## src/rtl/fwd_hazard_scb.sv

```systemverilog
// rtl/fwd_hazard_scb.sv - forwarding select and load-use stall unit with in-flight destination scoreboard
//
// Tracks the destination of the instruction in EX (entry 0) and in the DEPTH
// post-EX stages (entry 1 = MEM ... entry DEPTH = WB). The source addresses of
// the EX instruction are registered alongside entry 0.
//
// Ports:
//   clk_i          clock, rising edge
//   rst_i          asynchronous reset, active high
//   hold_i         pipeline freeze; all state holds
//   flush_i        ID instruction is discarded (a bubble enters EX)
//   id_valid_i     ID stage holds a real instruction
//   id_rs_i        ID source addresses, operand j at [j*ADDR_W +: ADDR_W]
//   id_rd_i        ID destination register
//   id_regwrite_i  ID instruction writes rd
//   id_is_load_i   ID instruction is a load
//   fwd_sel_o      per EX operand: 0 = register file, k = forward from stage k
//   stall_o        load-use stall request (combinational from ID and entry 0)
//   stall_cnt_o    saturating count of stall cycles
module fwd_hazard_scb #(
  parameter int ADDR_W  = 5,
  parameter int NUM_SRC = 2,
  parameter int DEPTH   = 2,
  parameter int CNT_W   = 16,
  localparam int SEL_W  = $clog2(DEPTH + 1)
) (
  input  logic                      clk_i,
  input  logic                      rst_i,
  input  logic                      hold_i,
  input  logic                      flush_i,
  input  logic                      id_valid_i,
  input  logic [NUM_SRC*ADDR_W-1:0] id_rs_i,
  input  logic [ADDR_W-1:0]         id_rd_i,
  input  logic                      id_regwrite_i,
  input  logic                      id_is_load_i,
  output logic [NUM_SRC*SEL_W-1:0]  fwd_sel_o,
  output logic                      stall_o,
  output logic [CNT_W-1:0]          stall_cnt_o
);

  logic              valid_q    [0:DEPTH];
  logic [ADDR_W-1:0] rd_q       [0:DEPTH];
  logic              regwrite_q [0:DEPTH];
  logic              is_load_q  [0:DEPTH];
  logic [ADDR_W-1:0] ex_rs_q    [NUM_SRC];

  logic [DEPTH:0] writer;
  logic           use_hit;
  logic           issue;

  // Register 0 is hard-wired, so an entry targeting it never counts as a writer.
  always_comb begin
    writer = '0;
    for (int e = 0; e <= DEPTH; e++) begin
      writer[e] = valid_q[e] & regwrite_q[e] & (rd_q[e] != '0);
    end
  end

  // Scan from the oldest stage toward the youngest so the youngest match wins.
  always_comb begin
    fwd_sel_o = '0;
    for (int j = 0; j < NUM_SRC; j++) begin
      for (int k = DEPTH; k >= 1; k--) begin
        if (writer[k] && (rd_q[k] == ex_rs_q[j])) begin
          fwd_sel_o[j*SEL_W +: SEL_W] = SEL_W'(k);
        end
      end
    end
  end

  always_comb begin
    use_hit = 1'b0;
    for (int j = 0; j < NUM_SRC; j++) begin
      if (id_rs_i[j*ADDR_W +: ADDR_W] == rd_q[0]) begin
        use_hit = 1'b1;
      end
    end
  end

  // A load in EX cannot forward to the very next instruction; flush masks the
  // request because the consumer in ID is being discarded anyway.
  assign stall_o = id_valid_i & ~flush_i & writer[0] & is_load_q[0] & use_hit;
  assign issue   = id_valid_i & ~stall_o & ~flush_i;

  always_ff @(posedge clk_i or posedge rst_i) begin
    if (rst_i) begin
      for (int e = 0; e <= DEPTH; e++) begin
        valid_q[e]    <= 1'b0;
        rd_q[e]       <= '0;
        regwrite_q[e] <= 1'b0;
        is_load_q[e]  <= 1'b0;
      end
      for (int j = 0; j < NUM_SRC; j++) begin
        ex_rs_q[j] <= '0;
      end
      stall_cnt_o <= '0;
    end else if (!hold_i) begin
      for (int e = 1; e <= DEPTH; e++) begin
        valid_q[e]    <= valid_q[e-1];
        rd_q[e]       <= rd_q[e-1];
        regwrite_q[e] <= regwrite_q[e-1];
        is_load_q[e]  <= is_load_q[e-1];
      end
      if (issue) begin
        valid_q[0]    <= 1'b1;
        rd_q[0]       <= id_rd_i;
        regwrite_q[0] <= id_regwrite_i;
        is_load_q[0]  <= id_is_load_i;
        for (int j = 0; j < NUM_SRC; j++) begin
          ex_rs_q[j] <= id_rs_i[j*ADDR_W +: ADDR_W];
        end
      end else begin
        valid_q[0]    <= 1'b0;
        rd_q[0]       <= '0;
        regwrite_q[0] <= 1'b0;
        is_load_q[0]  <= 1'b0;
        for (int j = 0; j < NUM_SRC; j++) begin
          ex_rs_q[j] <= '0;
        end
      end
      if (stall_o && (stall_cnt_o != {CNT_W{1'b1}})) begin
        stall_cnt_o <= stall_cnt_o + 1'b1;
      end
    end
  end

endmodule

```

## config.mk

```make
export PLATFORM = sky130hd
export DESIGN_NAME = fwd_hazard_scb
export DESIGN_NICKNAME = d
export VERILOG_FILES = /design/src/rtl/fwd_hazard_scb.sv
export SDC_FILE = /design/constraint.sdc
export NUM_CORES = 1
export LEC_CHECK = 0
export ABC_CLOCK_PERIOD_IN_PS = 6500
export CAP_MARGIN = 15
export CORE_ASPECT_RATIO = 1.1
export CORE_MARGIN = 2
export CORE_UTILIZATION = 35
export CTS_CLUSTER_SIZE = 12
export DETAILED_ROUTE_END_ITERATION = 7
export DONT_BUFFER_PORTS = 1
export PLACE_DENSITY_LB_ADDON = 0.15
export SETUP_SLACK_MARGIN = 0.1
export SKIP_LAST_GASP = 1
export SYNTH_ARGS = -nofsm -noshare
export SYNTH_HDL_FRONTEND = slang
export SYNTH_SLANG_ARGS = --single-unit
```

## constraint.sdc

```tcl
create_clock -name clk_i -period 6.5 [get_ports clk_i]
set_clock_uncertainty 0.05 [all_clocks]
set_input_delay 1.625 -clock clk_i [delete_from_list [all_inputs] [get_ports clk_i]]
set_output_delay 1.625 -clock clk_i [all_outputs]
set_load 0.01 [all_outputs]
```

==> reports/qor.yml, run 1 <==
gp_congestion: 0.806
fin_crit_sh_pct: 69.2
fp.dieArea_um2: 7610
cts_resized: 0
synth.area.top_cells: "dfrtp_1 50%, xnor2_1 12%, mux2_2 7.0%"
status: "completed"
worst_slack_ps: 2000
worst_pin_slew_ps: 1020
syn2layout_area_growth_pct: 5.88
setup-violations-final: 0
fmax_mhz: 222
dp.cells: 279
peakVddDrop_mv: 0.102
whs_ps: 480
fin_setup_tns_ps: 0
syn_area_um2: 2430
yosysUniqueCellTypes: 30
root_buffer: "clkbuf_8"
hpwl_um: 3800
multi_input_area_um2: 1170
fin_nets: 227
fin_crit_ps: 4500
antenna_cells: 0
clock-sinks: 48
cts_setup_buffers: 0
clock_latency_ps: 300
route.detailed.drc: 0
final_cell_count_no_fill: 287
die_height_um: 91.3
io_buffers: 0
num_vias: 1605
fp.dieW_um: 83.4
grt_antenna_before_repair: 0
htree_levels: 2
synth-main-ff-cell: "dfrtp_1"
path_class: "primary input to output pin"
grt_pass1_wl_um: 9040
num_rows: 31
grt_overflow: 0
drtIter0Drc: 84
leakage_nw: 1.15
synth_edf_count: 0
cap_violations: 0
grt_pass1_vias: 1782
min_path_type: "flip-flop to flip-flop"
yosysWarnings: 0
ioPinCount: 43
start_util_pct: 36.6
clkTransAtPathRegs_ps: 90
min-delay-start: "valid_q[0]"
power.density_nw_per_um2: 224
syn_avg_cell_area_um2: 11.8
vias_per_cell: 5.59
worst_r2r_startpoint: "stall_cnt_o[0]"
maxSlewHeadroom_pct: 32.1
core_area_um2: 6630
synthCells: 206
cp-end-kind: "output pin"
hold_viol: 0
yosysTopAreaCell: "dfrtp_1"
grt_setup_unrepaired: "no"
worst-path-max-fanout: 17
wl_per_cell_um: 18.7
cts_inserted_buffers: 5
clock_path_buffers: 2
dr.pass1.iters: 5
ff_latch_area_um2: 1200
async_flop_share_pct: 100
routed_wl_um: 5360
ys_ff_latch: 48
drive_above_1_share_pct: 16.6
cp.required_ps: 4830
grt_usage_pct: 14.9
arrival_ps: 2820
crit_start: "id_rs_i[4]"
postRouteAntennaNets: 0
slew_viol_final: 0
yosysSeqAreaShare_pct: 49.5
ctsHoldBuffers: 0
cts_tree: "built"
place_ws_ps: 1980
fillerInstances: 642
critPathLaunchType: "primary input"
synth.net_count: 229
grt_max_degree: 49
synth_top_area_share_pct: 49.5
sequential cells by signal, summed over array words and instances (netlist names):
register     flops
ex_rs_q         10
rd_q            15
regwrite_q       3
stall_cnt_o     16
valid_q          3
is_load_q        1
cell type report:
class | instances | share of cell area, %
flip-flops and latches | 48 | 46.8
multi-input cells | 147 | 45.4
inverters | 2 | 0.292
clock buffers | 8 | 3.51
well taps | 82 | 3.99
through the flow:
stage | power [W] | cell area [um^2] | utilization (%)
2_1_floorplan | 0.000385 | 2430 | -
3_5_place_dp | 0.000397 | 2480 | 37.4
5_1_grt | 0.000606 | 2570 | 38.7
6_report | 0.000574 | 2570 | 38.7
4_1_cts | 0.000581 | 2570 | 38.7
3_3_place_gp | 0.000395 | 2480 | 37.4
worst max-delay path, cell delays in order:
cell	delay [ps]
xnor2_1	120
nand3_1	100
o22ai_2	610
and4b_1	360
logic make-up after synthesis:
group                    Yosys count  share of synthesized area, %
multiplexers                      15                          6.96
flip-flops                        48                          49.5
adder cells (fa/ha/maj)            1                         0.516
AND/OR/NAND/NOR                   62                          14.9
AO/OA/AOI/OAI                     24                          9.54
buffers and inverters             11                          2.37
XOR/XNOR                          45                          16.2
per-layer routing:
layer	up-vias	routed length, um	GRT usage, %
li1	746	-	-
met1	814	2310	18.9
met2	40	2700	24.6
met3	5	282	4.27
met4	0	65	4.37
met5	-	0	0
placed cells by master, fill, tap and decap left out:
cell type,instances
nor3_1,8
or3b_1,1
o2111a_1,1
nand3_1,18
a21o_1,1
ha_1,1
or4_4,1
a22o_2,9
nand4_1,6
xor2_1,13
xnor2_1,32
inv_2,1
clkbuf_1,2
and4_1,4
nand2_1,7
o2111ai_1,1
dfrtp_1,48
a22o_1,8
and4b_1,1
clkbuf_8,6
and3b_1,1
o22ai_2,1
o211ai_1,2
nor4_1,4
or4_1,3
and3_1,6
a21oi_4,1
nor2_1,2
mux2_2,15
inv_1,1
where the power goes:
part	total (W)	internal (W)	switching, W
Combinational	0.0000583	0.0000317	0.0000266
Sequential	0.000331	0.000313	0.0000188
Clock	0.000185	0.0000870	0.0000978
final timing paths:
| kind | to | slack [ps] | depth (start not counted) |
|---|---|---|---|
| setup reg to reg | stall_cnt_o[1] | 3940 | 6 |
| min in group asynchronous | ex_rs_q[0] | 1380 | 1 |
| max in group asynchronous | rd_q[11] | 4380 | 1 |
| hold / removal | valid_q[0] | 480 | 1 |
| setup / recovery | stall_o | 2000 | 4 |
| hold reg to reg | valid_q[0] | 480 | 1 |
cell usage after synthesis, types with 2 or more instances:
master    instances
xor2_1           13
nand2_1           7
nor3_1            8
dfrtp_1          48
o211ai_1          2
and4_1            4
inv_1             2
xnor2_1          32
nand3_1          18
a22o_1            8
a22o_2            9
buf_6             2
and3_1            6
or4_1             3
clkbuf_1          6
nor2_1            2
mux2_2           15
nor4_1            4
nand4_1           6
Note: power is estimated with default switching activity, not from simulation.
==> inputs of run 2 (changes only) <==
ABC_CLOCK_PERIOD_IN_PS = 4600   (was 6500)
clock period = 4.6 ns   (was 6.5 ns; I/O delays follow)
==> run 2 against run 1 <==
- register-to-register slack lost 1900 ps
- wire length down 1.8%
- total power rose by 41%
- via count is 1.3% lower
- sequential share of layout area shrank 0.50 points
- die area unchanged
- largest cell class unchanged
- clock-buffer cell count is the same
- global-route usage down 0.50 points
==> reports/qor.yml, run 2 (synthesized netlist as in run 1, its figures left out) <==
worst_r2r_startpoint: "stall_cnt_o[0]"  # unchanged
slowest_delay_ps: 560  # was 610 ps
hpwl_um: 3840  # was 3800 um
drtIter0Drc: 139  # was 84
worst_slack_ps: 1160  # was 2000 ps
ctsHoldBuffers: 0  # unchanged
route.detailed.drc: 0  # unchanged
dr.pass1.iters: 4  # was 5
place_ws_ps: 1320  # was 1980 ps
cp-end-kind: "output pin"  # unchanged
layout_common_cells: "48 x dfrtp_1, 32 x xnor2_1, 18 x nand3_1"  # unchanged
path_class: "flip-flop to output pin"  # was primary input to output pin
crit_start: "rd_q[6]"  # was id_rs_i[4]
leakage_nw: 1.17  # was 1.15 nW
fin_setup_tns_ps: 0  # unchanged
fmax_mhz: 290
antenna_cells: 0  # unchanged
finalInstanceArea_um2: 2600  # was 2570 um^2
maxSlewHeadroom_pct: 42.1  # was 32.1%
path_depth: 4  # unchanged
root_buffer: "clkbuf_8"  # unchanged
gp_congestion: 0.811  # was 0.806
layout_commonest_cell: "dfrtp_1"  # unchanged
htree_levels: 2  # unchanged
cp.required_ps: 3400  # was 4830 ps
slowest_stage: "or4_1"  # was o22ai_2
die_height_um: 91.3  # unchanged
grt_max_degree: 49  # unchanged
grt_pass1_vias: 1648  # was 1782
fin_crit_sh_pct: 74.9
path_cells: "or4_1, o211ai_1, nor4_1, nor4_1"  # was xnor2_1, nand3_1, o22ai_2, and4b_1
cts_tree: "built"  # unchanged
r2r_cells: 6  # unchanged
arrival_ps: 2240  # was 2820 ps
final_cell_count_no_fill: 289  # was 287
dp.cells: 280  # was 279
clock_path_buffers: 2  # unchanged
cap_violations: 0  # unchanged
ioPinCount: 43  # unchanged
routed_wl_um: 5270  # was 5360 um
grt_setup_unrepaired: "no"  # unchanged
grt_usage_pct: 14.4  # was 14.9%
cts_setup_buffers: 0  # unchanged
crit_top_cell: "nor4_1"
fin_crit_ps: 3440
critPathLaunchType: "flip-flop"  # was primary input
wl_per_cell_um: 18.2  # was 18.7 um
vias_per_cell: 5.48  # was 5.59
min_path_type: "flip-flop to flip-flop"  # unchanged
worst-path-max-fanout: 5  # was 17
slew_viol_final: 0  # unchanged
cts_inserted_buffers: 5  # unchanged
fin_nets: 229  # was 227
core_area_um2: 6630  # unchanged
io_buffers: 0  # unchanged
fp.dieW_um: 83.4  # unchanged
cts_resized: 0  # unchanged
drive_above_1_share_pct: 17.4  # was 16.6%
r2r_end: "stall_cnt_o[1]"  # unchanged
peakVddDrop_mv: 0.107  # was 0.102 mV
clkTransAtPathRegs_ps: 80  # was 90 ps
grt_overflow: 0  # unchanged
hold_viol: 0  # unchanged
worst_pin_slew_ps: 865  # was 1020 ps
power.density_nw_per_um2: 312  # was 224 nW/um^2
largest_reg_flops: 16  # unchanged
num_rows: 31  # unchanged
grt_antenna_before_repair: 0  # unchanged
largest-register: "stall_cnt_o"  # unchanged
num_vias: 1584  # was 1605
critPathCapture: "fwd_sel_o[1]"  # was stall_o
crit_buf_inv: 0  # unchanged
postRouteAntennaNets: 0  # unchanged
start_util_pct: 36.6  # unchanged
clock_latency_ps: 300  # about the same
crit_family: "simple AND/OR/NAND/NOR gates"  # was compound AO/OA/AOI/OAI gates
r2r_slack_ps: 2030  # was 3940 ps
status: "completed"  # unchanged
post_dp_cell_area_um2: 2490  # was 2480 um^2
syn2layout_area_growth_pct: 7.01  # was 5.88%
grt_pass1_wl_um: 8690  # was 9040 um
setup-violations-final: 0  # unchanged
fp.dieArea_um2: 7610  # unchanged
reg_top3: "stall_cnt_o: 16 flops, rd_q: 15 flops, ex_rs_q: 10 flops"  # unchanged
clock-sinks: 48  # unchanged
-- run 2: cell count changes in the layout (fill, tap and decap cells not counted) --
cell    previous run  this run
buf_4              0         1
buf_12             0         1
-- run 2: worst min path at each step --
stage	startpoint	endpoint	cells past startpoint
finish	valid_q[0]	valid_q[0]	1
global route	regwrite_q[0]	regwrite_q[0]	1
CTS	valid_q[0]	valid_q[0]	1
detailed placement	valid_q[0]	valid_q[0]	1
global placement	valid_q[0]	valid_q[0]	1
floorplan	regwrite_q[0]	regwrite_q[0]	1
-- run 2: area by class of cell --
cell class,instances,area [um^2]
multi-input combinational,147,1170
timing repair buffer,2,27.5
tap,82,103
clock buffer,8,90.1
fill,657,4040
inverter,2,7.51
sequential,48,1200
-- run 2: per-stage QoR --
stage,total power (W),hold WS [ps],util [%]
after floorplan,0.000544,430,-
after global placement,0.000559,449,37.5
after detailed placement,0.000562,457,37.5
after CTS,0.000820,476,38.8
after global routing,0.000855,505,39.1
final,0.000810,473,39.1
-- run 2: report_power, final --
part,switching [W],leakage [nW],internal [W]
logic,0.0000376,0.467,0.0000472
clock network,0.000135,0.0455,0.000123
registers,0.0000264,0.654,0.000442
-- run 2: routing by layer --
layer | up-vias | track usage, % | part of all wire [%]
met1 | 794 | 18.3 | 43
met4 | 0 | 4.51 | 1.3
met5 | - | 0 | 0
met2 | 31 | 23.9 | 51
met3 | 6 | 3.82 | 4.8
li1 | 753 | - | -
